**src/rtl/rp_trig_align.sv**
```systemverilog
// Trigger-source-dependent sample delay line with settle blanking.
// Define RP_TRIG_ALIGN_TBL_WR_EN to make the delay table writable at run time.
module rp_trig_align #(
    parameter int unsigned DW    = 14,
    parameter int unsigned CH    = 2,
    parameter int unsigned DLY_W = 3
) (
    input  logic                adc_clk_i,
    input  logic                adc_rst_i,
    input  logic [CH*DW-1:0]    dly_dat_i,
    input  logic                dly_val_i,
    input  logic [3:0]          set_trg_src_i,
    input  logic                set_trg_new_i,
    input  logic                tbl_we_i,
    input  logic [3:0]          tbl_adr_i,
    input  logic [DLY_W:0]      tbl_dat_i,
    output logic [CH*DW-1:0]    dly_dat_o,
    output logic                dly_val_o,
    output logic [DLY_W-1:0]    cur_dly_o,
    output logic                settle_o
);

    localparam int unsigned DLY_MAX = (1 << DLY_W) - 1;
    localparam int unsigned CW      = DLY_W + 1;

    typedef enum logic {RUN, SETTLE} state_t;

    state_t           state, state_nxt;
    logic [DLY_W-1:0] cur_dly, cur_dly_nxt;
    logic [CW-1:0]    cnt, cnt_nxt;
    logic [3:0]       last_src;
    logic [DLY_W:0]   entry;
    logic             tgt_hold;
    logic [DLY_W-1:0] tgt_dly;
    logic             upd;

    logic [DW-1:0]    dat_line [CH][DLY_MAX+1];
    logic [DLY_MAX:0] val_line;

    // Default image: MSB set means "hold the current delay".
    function automatic logic [DLY_W:0] def_entry(input logic [3:0] src);
        logic [DLY_W:0] e;
        case (src)
            4'd2, 4'd3, 4'd4, 4'd5,
            4'd10, 4'd11, 4'd12, 4'd13: e = {1'b0, DLY_W'(1)};
            4'd6, 4'd7, 4'd8, 4'd9:     e = {1'b0, DLY_W'(2)};
            default:                    e = {1'b1, {DLY_W{1'b0}}};
        endcase
        return e;
    endfunction

`ifdef RP_TRIG_ALIGN_TBL_WR_EN
    logic [DLY_W:0] tbl [16];

    always_ff @(posedge adc_clk_i) begin
        if (adc_rst_i) begin
            for (int unsigned i = 0; i < 16; i++) begin
                tbl[i] <= def_entry(4'(i));
            end
        end else if (tbl_we_i) begin
            tbl[tbl_adr_i] <= tbl_dat_i;
        end
    end

    assign entry = tbl[last_src];
`else
    logic unused_tbl;
    assign unused_tbl = ^{tbl_we_i, tbl_adr_i, tbl_dat_i};
    assign entry      = def_entry(last_src);
`endif

    // Data line carries no reset; only the valid line is cleared.
    always_ff @(posedge adc_clk_i) begin
        for (int unsigned c = 0; c < CH; c++) begin
            dat_line[c][0] <= dly_dat_i[c*DW +: DW];
            for (int unsigned s = 1; s <= DLY_MAX; s++) begin
                dat_line[c][s] <= dat_line[c][s-1];
            end
        end
    end

    always_ff @(posedge adc_clk_i) begin
        if (adc_rst_i) begin
            val_line <= '0;
        end else begin
            val_line <= {val_line[DLY_MAX-1:0], dly_val_i};
        end
    end

    always_ff @(posedge adc_clk_i) begin
        if (adc_rst_i) begin
            last_src <= '0;
        end else if (set_trg_new_i) begin
            last_src <= set_trg_src_i;
        end
    end

    assign tgt_hold = entry[DLY_W];
    assign tgt_dly  = entry[DLY_W-1:0];
    assign upd      = !tgt_hold && (tgt_dly != cur_dly);

    always_ff @(posedge adc_clk_i) begin
        if (adc_rst_i) begin
            state   <= RUN;
            cur_dly <= '0;
            cnt     <= '0;
        end else begin
            state   <= state_nxt;
            cur_dly <= cur_dly_nxt;
            cnt     <= cnt_nxt;
        end
    end

    // An update wins over the countdown, so a new target mid-settle restarts it.
    always_comb begin
        state_nxt   = state;
        cur_dly_nxt = cur_dly;
        cnt_nxt     = cnt;
        if (upd) begin
            state_nxt   = SETTLE;
            cur_dly_nxt = tgt_dly;
            cnt_nxt     = CW'(tgt_dly) + CW'(2);
        end else if (state == SETTLE) begin
            cnt_nxt = cnt - CW'(1);
            if (cnt == CW'(1)) begin
                state_nxt = RUN;
            end
        end
    end

    always_ff @(posedge adc_clk_i) begin
        if (adc_rst_i) begin
            dly_dat_o <= '0;
            dly_val_o <= 1'b0;
        end else begin
            for (int unsigned c = 0; c < CH; c++) begin
                dly_dat_o[c*DW +: DW] <= dat_line[c][cur_dly];
            end
            dly_val_o <= val_line[cur_dly] && (state != SETTLE);
        end
    end

    assign cur_dly_o = cur_dly;
    assign settle_o  = (state == SETTLE);

endmodule

```
**config.mk**
```make
export PLATFORM = sky130hd
export DESIGN_NAME = rp_trig_align
export DESIGN_NICKNAME = d
export VERILOG_FILES = /design/src/rtl/rp_trig_align.sv
export SDC_FILE = /design/constraint.sdc
export NUM_CORES = 1
export LEC_CHECK = 0
export CORE_MARGIN = 2
export CORE_UTILIZATION = 50
export DETAILED_ROUTE_END_ITERATION = 12
export PLACE_DENSITY = 0.76
export SETUP_SLACK_MARGIN = 0.5
export SLEW_MARGIN = 20
export SYNTH_ARGS = -nofsm -noshare
export SYNTH_HDL_FRONTEND = slang
export SYNTH_SLANG_ARGS = --single-unit
```
**constraint.sdc**
```tcl
create_clock -name adc_clk_i -period 2.1 [get_ports adc_clk_i]
set_input_delay 0.63 -clock adc_clk_i [delete_from_list [all_inputs] [get_ports adc_clk_i]]
set_output_delay 0.63 -clock adc_clk_i [all_outputs]
set_load 0.02 [all_outputs]
```
==> run summary, run 1 <==
The layout overhead on the synthesized area came out at 33.70%. The flop-to-flop setup slack is 0.59 ns. The number of maximum-capacitance violations came out at 0. The share of total power in the clock network came out at 44.4%. The worst reg2reg path depth came out at 4.

The number of nets handed over by synthesis was 330. The fraction of registers with async set or reset after synthesis is 0%. The number of buffers added on ports came out at 66.

The residual antenna-violating net count after detailed routing is 0. The number of setup violations in the final report is 0. The pre-CTS setup slack is -0.04477 ns.

The count of routing violations after the opening detailed-route iteration is 52. The number of standard-cell rows in the floorplan came out at 34. The upper clock frequency limit is 621.6 MHz. The worst setup path is launched from a flop. In the synthesized netlist, the cells that appear most often are sky130_fd_sc_hd__dfxtp_1, sky130_fd_sc_hd__nor2b_1, sky130_fd_sc_hd__mux4_2. The routed layout has 2270 vias. The flow ran to the end, and the final reports show no timing, DRC or antenna violations. The gate count of the mapped netlist is 281. The congestion estimate from routability-driven global placement came to 0.6946. The fraction of final layout cells sized beyond drive strength 1 is 37.27%. The analysis attributes to cell leakage a power of 2.375 nW. The buffer levels on the longest clock path is 2. The worst path arrival time came out at 0.98 ns. The combinational share of power came out at 8.2%.

Setup slack on the critical path of the routed design comes to 0.4912 ns. The internal cell power came out at 5.465 mW. By area the synthesized netlist is led by sky130_fd_sc_hd__dfxtp_1, sky130_fd_sc_hd__mux4_2, sky130_fd_sc_hd__nor2b_1. The critical path required time came out at 1.47 ns. The power density relative to cell area came out at 1172 nW/µm². The first-pass iteration count of the detailed router is 4. The critical path is of the flop to output pin type. The number of filler instances in the final layout came out at 585. The worst setup path is captured at an output pin. The sum of net half-perimeters after detailed placement came out at 4.272 mm. The first global-routing pass estimated 11.76 mm of wire. Of the total power, the share spent switching nets is 21.51%. The part of the total power dissipated in sequential elements is 47.4%. The sequential fraction of the synthesis area came out at 71.17%. The post-detailed-route via-to-cell ratio is 4.719. The source of the worst hold timing path is dat_line[1][77]. The class of the tightest hold or removal check is flop to flop. The total count of max-transition violations in the final report is 0. The cell area after technology mapping came out at 4444 µm². The largest individual stage delay along the critical path comes from the cell sky130_fd_sc_hd__dfxtp_4. The share of synthesized area in the top cell type comes to 71.17%. Dividing the detail-routed wire length by the instance count gives 14.69 µm. The signal on the critical path passes through buf_6. The count of cell types in the netlist is 25. Entering global routing, the biggest net connects 33 pins. The area enclosed by the die boundary came out at 9659 µm². The number of synthesized flops with an enable pin is 0.

For this block, the routed nets add up to 7.068 mm of wire. The maximum cell stage delay along the critical path came out at 0.34 ns. The detailed-route DRC error count is 0. The highest fanout seen on the critical path came out at 2.

The number of antenna violations at the first check in global routing came out at 0. Yosys instantiated no cell more often than sky130_fd_sc_hd__dfxtp_1. The I/O pin count is 78.

The time the final worst path needs with I/O delays and setup is 1.609 ns. The number of clock buffers inserted by TritonCTS is 17. The worst hold path cell count is 0.

The sum of internal, switching and leakage power is 6.963 mW. The tree is rooted in a sky130_fd_sc_hd__clkbuf_8. The vertical die dimension came out at 98.28 µm. Counting both buffers and inverters, the worst setup path holds a total of 1. The total congestion overflow after global routing came out at 0. The final hold violation count came out at 0. The area of the core is 8678 µm².

Clock-pin slew was measured on the worst setup and hold paths at 0.06 ns. The clock network latency to the later pin of the worst-skew pair came out at 0.51 ns. The total routing resource utilization after global routing is 16.04%. The starting density of the core came out at 51.21%. The number of storage elements in the synthesis netlist is 158. The average size of a mapped cell came out at 15.82 µm².

The startpoint of the most critical register-to-register path is cur_dly_o[0]. After routing, the total negative slack on setup checks comes to 0 ns. The cell type contributing the most total cell area after synthesis is sky130_fd_sc_hd__dfxtp_1. The final critical path takes up 76.61% of the cycle. TritonCTS built the clock tree. The H-tree was split into 4 levels.

The via count of the first global-routing pass came to 2418. The die span in x came out at 98.28 µm. VDD sags by at most 0.0006737 V. The layout net count came out at 409. In the synthesized netlist the dominant register cell turns out to be sky130_fd_sc_hd__dfxtp_1. The TritonCTS sink count is 158.

The number of antenna diodes in the final layout is 0. The worst reg2reg path endpoint is dly_dat_o[14]. The worst hold path terminates at dat_line[1][63]. The post-route clock skew came out at 0.009115 ns. The number of warnings reported in the yosys synthesis log is 0.

Setup repair after global routing could not meet its margin everywhere. The analysis attributes to net switching a power of 1.498 mW. The cell family contributing the most delay on the critical path is flip-flops.

The share of the core filled with cells in the final layout came out at 68.47%.
-- stage by stage --
| stage | hold slack (ns) | cells | cell area, µm² |
|---|---|---|---|
| finish | 0.3432 | 481 | 5942 |
| global route | 0.3496 | 481 | 5942 |
| CTS | 0.3418 | 481 | 5924 |
| detailed placement | 0.3326 | 447 | 5214 |
| global placement | 0.3297 | 447 | 5214 |
| floorplan | 0.3259 | 281 | 4491 |
-- layer usage --
metal	global-route usage (%)	vias to the layer above	part of all wire (%)
met5	0	-	0
met1	18.47	1091	43
met2	26.53	54	51
li1	-	1119	-
met4	6.322	0	0.96
met3	6.872	6	4.9
-- placed cells by master (no fill, tap or decap), drive strengths merged, types with 2 or more instances in the layout --
cell             n
xnor2            4
nor2             9
dfxtp          158
mux2i            6
bufinv           3
clkinv           5
inv              7
clkbuf          21
a211oi           6
nor2b           33
ha               4
mux4            28
mux2             3
clkdlybuf4s50   32
a21oi            2
buf             42
-- sequential cells by signal, indices dropped and copies added, names as in the netlist --
register	cells
val_line	4
entry	3
cur_dly_o	2
last_src	3
dly_val_o	1
settle_o	1
dat_line	112
dly_dat_o	28
cnt	4
-- cell families after synthesis --
family	after synthesis	share of synthesized area (%)
other	1	0.08438
buffers and inverters	20	2.759
and+or+nand+nor	45	5.799
xor gates and xnor gates	5	0.9853
muxes	37	16.30
DFF	158	71.17
adders and majority gates	4	1.126
AOI/OAI and AO/OA	11	1.774
-- repair_timing --
action | in CTS | in global routing
setup endpoints to repair | 33 | 36
setup buffers | 2 | 0
hold buffers | 0 | 0
resized for setup | 222 | 6
pin swaps | 0 | 1
-- worst max path at each step --
stage / end / start / slack, ns / depth (start not counted)
after floorplan: entry[1] / adc_rst_i / 0.50 / 6
after global placement: entry[3] / set_trg_new_i / -0.01 / 6
after detailed placement: entry[3] / set_trg_new_i / -0.04 / 6
after CTS: settle_o / settle_o / 0.47 / 1
after global routing: settle_o / settle_o / 0.45 / 1
final: settle_o / settle_o / 0.49 / 1
-- power by group through the flow --
stage	combinational (mW)	sequential, mW	clock (mW)
finish	0.568	3.30	3.09
global route	0.613	3.32	3.29
CTS	0.572	3.30	3.14
detailed placement	0.545	3.35	0
global placement	0.531	3.34	0
floorplan	0.288	3.39	0
-- final cells by class --
| cell class | instances | area, µm² | area share (%) |
|---|---|---|---|
| Timing Repair Buffer | 75 | 789.5 | 13.29 |
| Clock buffer | 21 | 459.2 | 7.728 |
| Multi-Input combinational cell | 103 | 1179 | 19.84 |
| Inverter | 5 | 18.77 | 0.3159 |
| Tap cell | 108 | 135.1 | 2.274 |
| Sequential cell | 158 | 3206 | 53.95 |
| Clock inverter | 11 | 155.1 | 2.611 |
Power figures use the tool's default switching activity.
==> run 2, diff against run 1 <==
==> constraint.sdc (replaced) <==
create_clock -name adc_clk_i -period 1.55 [get_ports adc_clk_i]
set_input_delay 0.465 -clock adc_clk_i [delete_from_list [all_inputs] [get_ports adc_clk_i]]
set_output_delay 0.465 -clock adc_clk_i [all_outputs]
set_load 0.02 [all_outputs]
==> run summary, run 2 (synthesized netlist as in run 1, its figures left out) <==
The number of maximum-capacitance violations came out at 0 (unchanged). The clock network latency to the later pin of the worst-skew pair is 0.51 ns (about the same). The maximum VDD drop came out at 0.0008679 V (+29%).

The total routing resource utilization after global routing came to 16.39% (+0.34 points). The count of hold buffers inserted by post-cts repair came out at 0 (unchanged). The CTS tree is yes. The category of cells accounting for the largest share of critical-path delay is flip-flops. The post-detailed-route via-to-cell ratio came out at 4.818 (+2.1%).

The vertical die dimension is 98.28 µm (unchanged). The sum of internal, switching and leakage power came out at 9.773 mW (+40%). The total detailed-routing wirelength came out at 7.370 mm (+4.3%). In the layout the commonest cells are sky130_fd_sc_hd__dfxtp_1, sky130_fd_sc_hd__buf_6, sky130_fd_sc_hd__dfxtp_2, sky130_fd_sc_hd__nor2b_1, sky130_fd_sc_hd__clkdlybuf4s50_1.

The die span in x was 98.28 µm (unchanged). The worst path arrival time is 0.99 ns (about the same). The total cell area at the placement stage came out at 5273 µm² (+1.1%). The layout overhead on the synthesized area is 40.82%. The count of antenna diodes in the layout was 0 (unchanged). The highest fanout seen on the critical path is 5 (+3). The area of the core came to 8678 µm² (unchanged). The area of the multi-input gates came to 1331 µm² (+13%). The flip-flop count of the largest register after layout is 112 (unchanged). The final RePlAce weighted congestion came out at 0.6860 (-1.2%). The residual antenna-violating net count after detailed routing came out at 0 (unchanged).

The first-pass GRT wire length came out at 12.23 mm (+3.9%). The number of buffers added on ports is 66 (unchanged). The detailed-route DRC error count is 0 (unchanged). The combined buffer and inverter count along the critical path was 1 (unchanged).

The average routed wire per standard cell was 14.92 µm (+1.5%). The layout net count came to 422 (+3.2%). The upper clock frequency limit came out at 686.4 MHz.

The pin count of the biggest net entering global routing is 23 (-30%). The most common cell after layout, fill and taps aside is sky130_fd_sc_hd__dfxtp_1. The maximum cell stage delay along the critical path is 0.38 ns (+0.04 ns). The category of the worst setup path launch point is a flop. The area enclosed by the die boundary is 9659 µm² (unchanged). The total congestion overflow after global routing came out at 0 (unchanged).

The number of setup violations in the final report is 0 (unchanged). The min-delay analysis places its worst path in the category input pin to flop. The post-route cell area is 6259 µm² (+5.3%). The number of antenna violations at the first check in global routing came out at 0 (unchanged). dat_line holds more flip-flops than any other register.

The worst path in the final design needs a cycle of 1.457 ns, including I/O delays and setup. The post-route clock skew came to 0.01421 ns (+0.005099 ns). The starting density of the core is 51.21% (unchanged). The first-pass iteration count of the detailed router was 4 (unchanged).

The final hold violation count is 0 (unchanged). The largest registers in the layout are dat_line (112), dly_dat_o (28). The worst setup path is captured at an output pin. The total count of max-transition violations in the final report came to 0 (unchanged). The TritonCTS sink count was 158 (unchanged). The I/O pin count came out at 78 (unchanged). The buffer cell driving the clock tree root is sky130_fd_sc_hd__clkbuf_8. The critical path goes through buf_6. The via count of the first global-routing pass came to 2470 (+2.2%).

The vias after detailed routing came out at 2380 (+4.8%). The sum of net half-perimeters after detailed placement is 4.283 mm (+0.26%). The post-route clock period utilization is 93.99%. The count of routing violations after the opening detailed-route iteration came out at 54 (+3.8%). The number of standard-cell rows in the floorplan came out at 34 (unchanged). The number of clock buffers inserted by TritonCTS is 17 (unchanged). The buffer levels on the longest clock path is 2 (unchanged).

The CTS clock-pin slew for the worst setup and hold paths is 0.07 ns (about the same). Setup repair after global routing could not meet its margin everywhere. The count of H-tree levels built during CTS came out at 4 (unchanged).

The setup total negative slack came out at 0 ns (unchanged). The worst setup path is of the flop to output pin kind. The number of filler instances in the final layout came out at 605 (+3.4%). The sequential cell area is 3211 µm² (+0.16%). The cell leakage power came to 2.473 nW (+4.1%). The power density relative to cell area is 1562 nW/µm² (+33%). The critical path required time came out at 1.08 ns (-0.39 ns). The slowest stage of the critical path is the sky130_fd_sc_hd__dfxtp_4 cell. The flow ran to the end, and the final reports show no timing, DRC or antenna violations. The fraction of final layout cells sized beyond drive strength 1 came out at 45.08% (+7.8 points).
-- run 2: power by group --
group / switching, mW / internal, mW / total [mW]
Combinational: 0.349 / 0.557 / 0.907
Sequential: 0.149 / 4.34 / 4.49
Clock: 1.68 / 2.69 / 4.38
-- run 2: repair_timing --
item,4_1_cts,5_1_grt
pin swaps,6,3
cloned,1,0
resized for setup,251,12
setup endpoints to repair,70,69
setup buffers,11,1
-- run 2: per-layer routing --
metal,global-route usage [%],wire length [µm],vias up,part of all wire [%]
li1,-,-,1146,-
met1,20.31,3285,1173,45
met2,26.69,3656,57,50
met3,5.941,378,4,5.1
met4,5.690,50,0,0.68
met5,0,0,-,0
-- run 2: layout make-up --
class | count | share of cell area [%]
clock buffer | 18 | 6.837
clock inverter | 14 | 3.259
inverter | 5 | 0.2999
multi-input combinational | 103 | 21.27
sequential | 158 | 51.30
tap | 108 | 2.159
timing repair buffer | 88 | 14.87
-- run 2: worst paths after layout --
kind	end	cells past startpoint	slack, ns	from
worst min-delay path	last_src[1]	2	0.32	adc_rst_i
worst min register to register	dat_line[0][66]	0	0.35	dat_line[0][80]
worst max register to register	dly_dat_o[16]	4	0.10	cur_dly_o[0]
worst max-delay path	cur_dly_o[0]	1	0.09	cur_dly_o[0]
-- run 2: stage by stage --
step           utilization (%)  hold slack [ns]  setup WS, ns  instances
6_report                 72.12           0.3162       0.09320        494
5_1_grt                  72.12           0.3192       0.05362        494
4_1_cts                  71.42           0.2941       0.06218        493
3_5_place_dp             60.76           0.3330       -0.5203        449
3_3_place_gp             60.76           0.3286       -0.4741        449
2_1_floorplan                -           0.3259        0.1504        281
==> run 3, diff against run 2 <==
--- a/config.mk
+++ b/config.mk
@@ -8,7 +8,7 @@
 export CORE_MARGIN = 2
 export CORE_UTILIZATION = 50
 export DETAILED_ROUTE_END_ITERATION = 12
-export PLACE_DENSITY = 0.76
+export PLACE_DENSITY = 0.73
 export SETUP_SLACK_MARGIN = 0.5
 export SLEW_MARGIN = 20
 export SYNTH_ARGS = -nofsm -noshare
==> run summary, run 3 (synthesized netlist as in run 1, its figures left out) <==
The buffer levels on the longest clock path came out at 2 (unchanged). The critical path required time came out at 1.94 ns (+0.86 ns). The I/O pin count is 78 (unchanged).

The largest registers in the layout are dat_line (112), dly_dat_o (28). The top cell types in the final layout, fill and taps aside, are sky130_fd_sc_hd__dfxtp_1, sky130_fd_sc_hd__nor2b_1, sky130_fd_sc_hd__dfxtp_2, sky130_fd_sc_hd__buf_6, sky130_fd_sc_hd__clkdlybuf4s50_1. Leaving out fill and tap cells, the most frequent cell in the layout is sky130_fd_sc_hd__dfxtp_1. STA classifies the critical path endpoint as a flop. The number of buffers added on ports is 66 (unchanged).

The CTS tree is yes. The post-route clock period utilization is 95.51% (+1.5 points). The count of H-tree levels built during CTS came out at 4 (unchanged). The source of the worst hold timing path is adc_rst_i. The total routing resource utilization after global routing came out at 16.59% (+0.21 points).

The detailed-route DRC error count is 0 (unchanged). The worst setup path is of the flop to flop kind. The number of standard-cell rows in the floorplan is 34 (unchanged). The count of routing violations after the opening detailed-route iteration is 48 (-11%). The layout net count came out at 420 (-0.47%). The vias after detailed routing came out at 2358 (-0.92%). The count of non-filler cells in the finished layout is 492 (-0.40%). The register with the highest flop count is dat_line.

The post-route clock skew came out at 0.007467 ns (-0.006747 ns). The power density relative to cell area came out at 1536 nW/µm² (-1.6%). The sum of net half-perimeters after detailed placement came out at 4.113 mm (-4.0%). The starting density of the core is 51.21% (unchanged). The startpoint of the most critical register-to-register path is cur_dly_o[0]. The maximum VDD drop came to 0.0008373 V (-3.5%). The TritonCTS sink count came out at 158 (unchanged). The upper clock frequency limit is 675.5 MHz (-1.6%). The number of setup violations in the final report is 0 (unchanged).

The CTS clock-pin slew for the worst setup and hold paths is 0.07 ns (about the same). The worst path arrival time came out at 1.87 ns (+0.88 ns). The total detailed-routing wirelength came out at 7.304 mm (-0.90%). The fraction of final layout cells sized beyond drive strength 1 came out at 43.49% (-1.6 points). The class of the tightest hold or removal check is input pin to flop. The flip-flop count of the largest register after layout came to 112 (unchanged). The total count of max-transition violations in the final report is 0 (unchanged). The die span in x came out at 98.28 µm (unchanged). The clock network latency to the later pin of the worst-skew pair came out at 0.51 ns (about the same). The average routed wire per standard cell is 14.85 µm (-0.49%). The layout overhead on the synthesized area came out at 40.96%. The total congestion overflow after global routing came to 0 (unchanged). The run finished with clean final reports.

Tracing the worst setup path back leads to its startpoint at cur_dly_o[0]. The category of the worst setup path launch point is a flop. The pin count of the biggest net entering global routing is 33 (+43%).

The residual antenna-violating net count after detailed routing came out at 0 (unchanged). The total cell area at the placement stage came to 5303 µm² (+0.57%). The vertical die dimension came to 98.28 µm (unchanged). The number of maximum-capacitance violations is 0 (unchanged). The count of antenna diodes in the layout is 0 (unchanged). The number of clock buffers inserted by TritonCTS is 17 (unchanged). The time the final worst path needs with I/O delays and setup is 1.480 ns (+0.02365 ns). Setup repair after global routing could not meet its margin everywhere. The setup total negative slack is 0 ns (unchanged). The post-route cell area was 6265 µm² (+0.10%). The highest fanout seen on the critical path came to 5 (unchanged). The final RePlAce weighted congestion came out at 0.6996 (+2.0%). The number of antenna violations at the first check in global routing came to 0 (unchanged). The post-detailed-route via-to-cell ratio came to 4.793 (-0.52%). The cell total after placement is 448 (-0.22%). The first-pass GRT wire length was 12.16 mm (-0.51%). The area enclosed by the die boundary is 9659 µm² (unchanged). The first-pass iteration count of the detailed router came out at 6 (+2).

The buffer cell driving the clock tree root is sky130_fd_sc_hd__clkbuf_8. The final hold violation count came out at 0 (unchanged). The cell leakage power came out at 2.468 nW (-0.19%). The area of the core is 8678 µm² (unchanged). The via count of the first global-routing pass is 2488 (+0.73%).
[run 3: cell count changes in the layout (fill, tap and decap cells not counted), moves of 2 or more]
cell	change
sky130_fd_sc_hd__buf_12	+3
sky130_fd_sc_hd__nor2b_4	-2
sky130_fd_sc_hd__buf_6	-6
sky130_fd_sc_hd__a211oi_1	+2
sky130_fd_sc_hd__inv_6	+3
sky130_fd_sc_hd__nor2b_1	+2
sky130_fd_sc_hd__a211oi_2	-2
sky130_fd_sc_hd__buf_4	-2
sky130_fd_sc_hd__buf_16	+3
[run 3: layer usage]
metal	up-vias	routed length, µm	global-route usage, %	share of wire, %
met5	-	0	0	0
met4	0	112	8.219	1.5
met3	14	317	4.724	4.3
met2	53	3714	27.37	51
met1	1146	3158	19.99	43
li1	1145	-	-	-
[run 3: worst paths after layout]
path	endpoint	slack, ns	cells past startpoint
max	dly_dat_o[16]	0.07	5
min reg2reg	dat_line[1][61]	0.35	0
min	last_src[2]	0.26	2
max reg2reg	dly_dat_o[16]	0.07	5
[run 3: timing repair]
action                     CTS  global route
setup endpoints to repair   70            68
hold buffers                 0             0
resized for setup          245             5
cloned                       2             0
setup buffers                7             3
pin swaps                    6             1
[run 3: worst max-delay path, stage by stage, from the launching register on]
cell and delay, ns:
sky130_fd_sc_hd__dfxtp_4 0.37, sky130_fd_sc_hd__buf_12 0.14, sky130_fd_sc_hd__buf_12 0.10, sky130_fd_sc_hd__buf_16 0.11, sky130_fd_sc_hd__mux4_2 0.50, sky130_fd_sc_hd__nor2b_1 0.14
[run 3: report_power, final]
part,internal [mW],switching (mW),total [mW]
clock,2.51,1.73,4.24
combinational,0.558,0.340,0.899
sequential,4.34,0.145,4.48
[run 3: per-stage QoR]
| stage | hold slack (ns) | setup slack (ns) | util (%) | power, mW |
|---|---|---|---|---|
| final | 0.2608 | 0.06955 | 72.19 | 9.622 |
| after detailed placement | 0.3309 | -0.4908 | 61.10 | 5.306 |
| after global placement | 0.3290 | -0.4455 | 61.10 | 5.285 |
| after CTS | 0.2233 | 0.06000 | 71.54 | 9.705 |
| after global routing | 0.2607 | 0.03715 | 72.19 | 9.990 |
| after floorplan | 0.3259 | 0.1504 | - | 5.016 |
[run 3: area by class of cell]
class / instances / area [µm²]
Timing Repair Buffer: 86 / 991.0
Clock inverter: 15 / 201.4
Inverter: 5 / 18.77
Multi-Input combinational cell: 103 / 1292
Sequential cell: 158 / 3212
Clock buffer: 17 / 414.1
Tap cell: 108 / 135.1
Fill cell: 597 / 2414
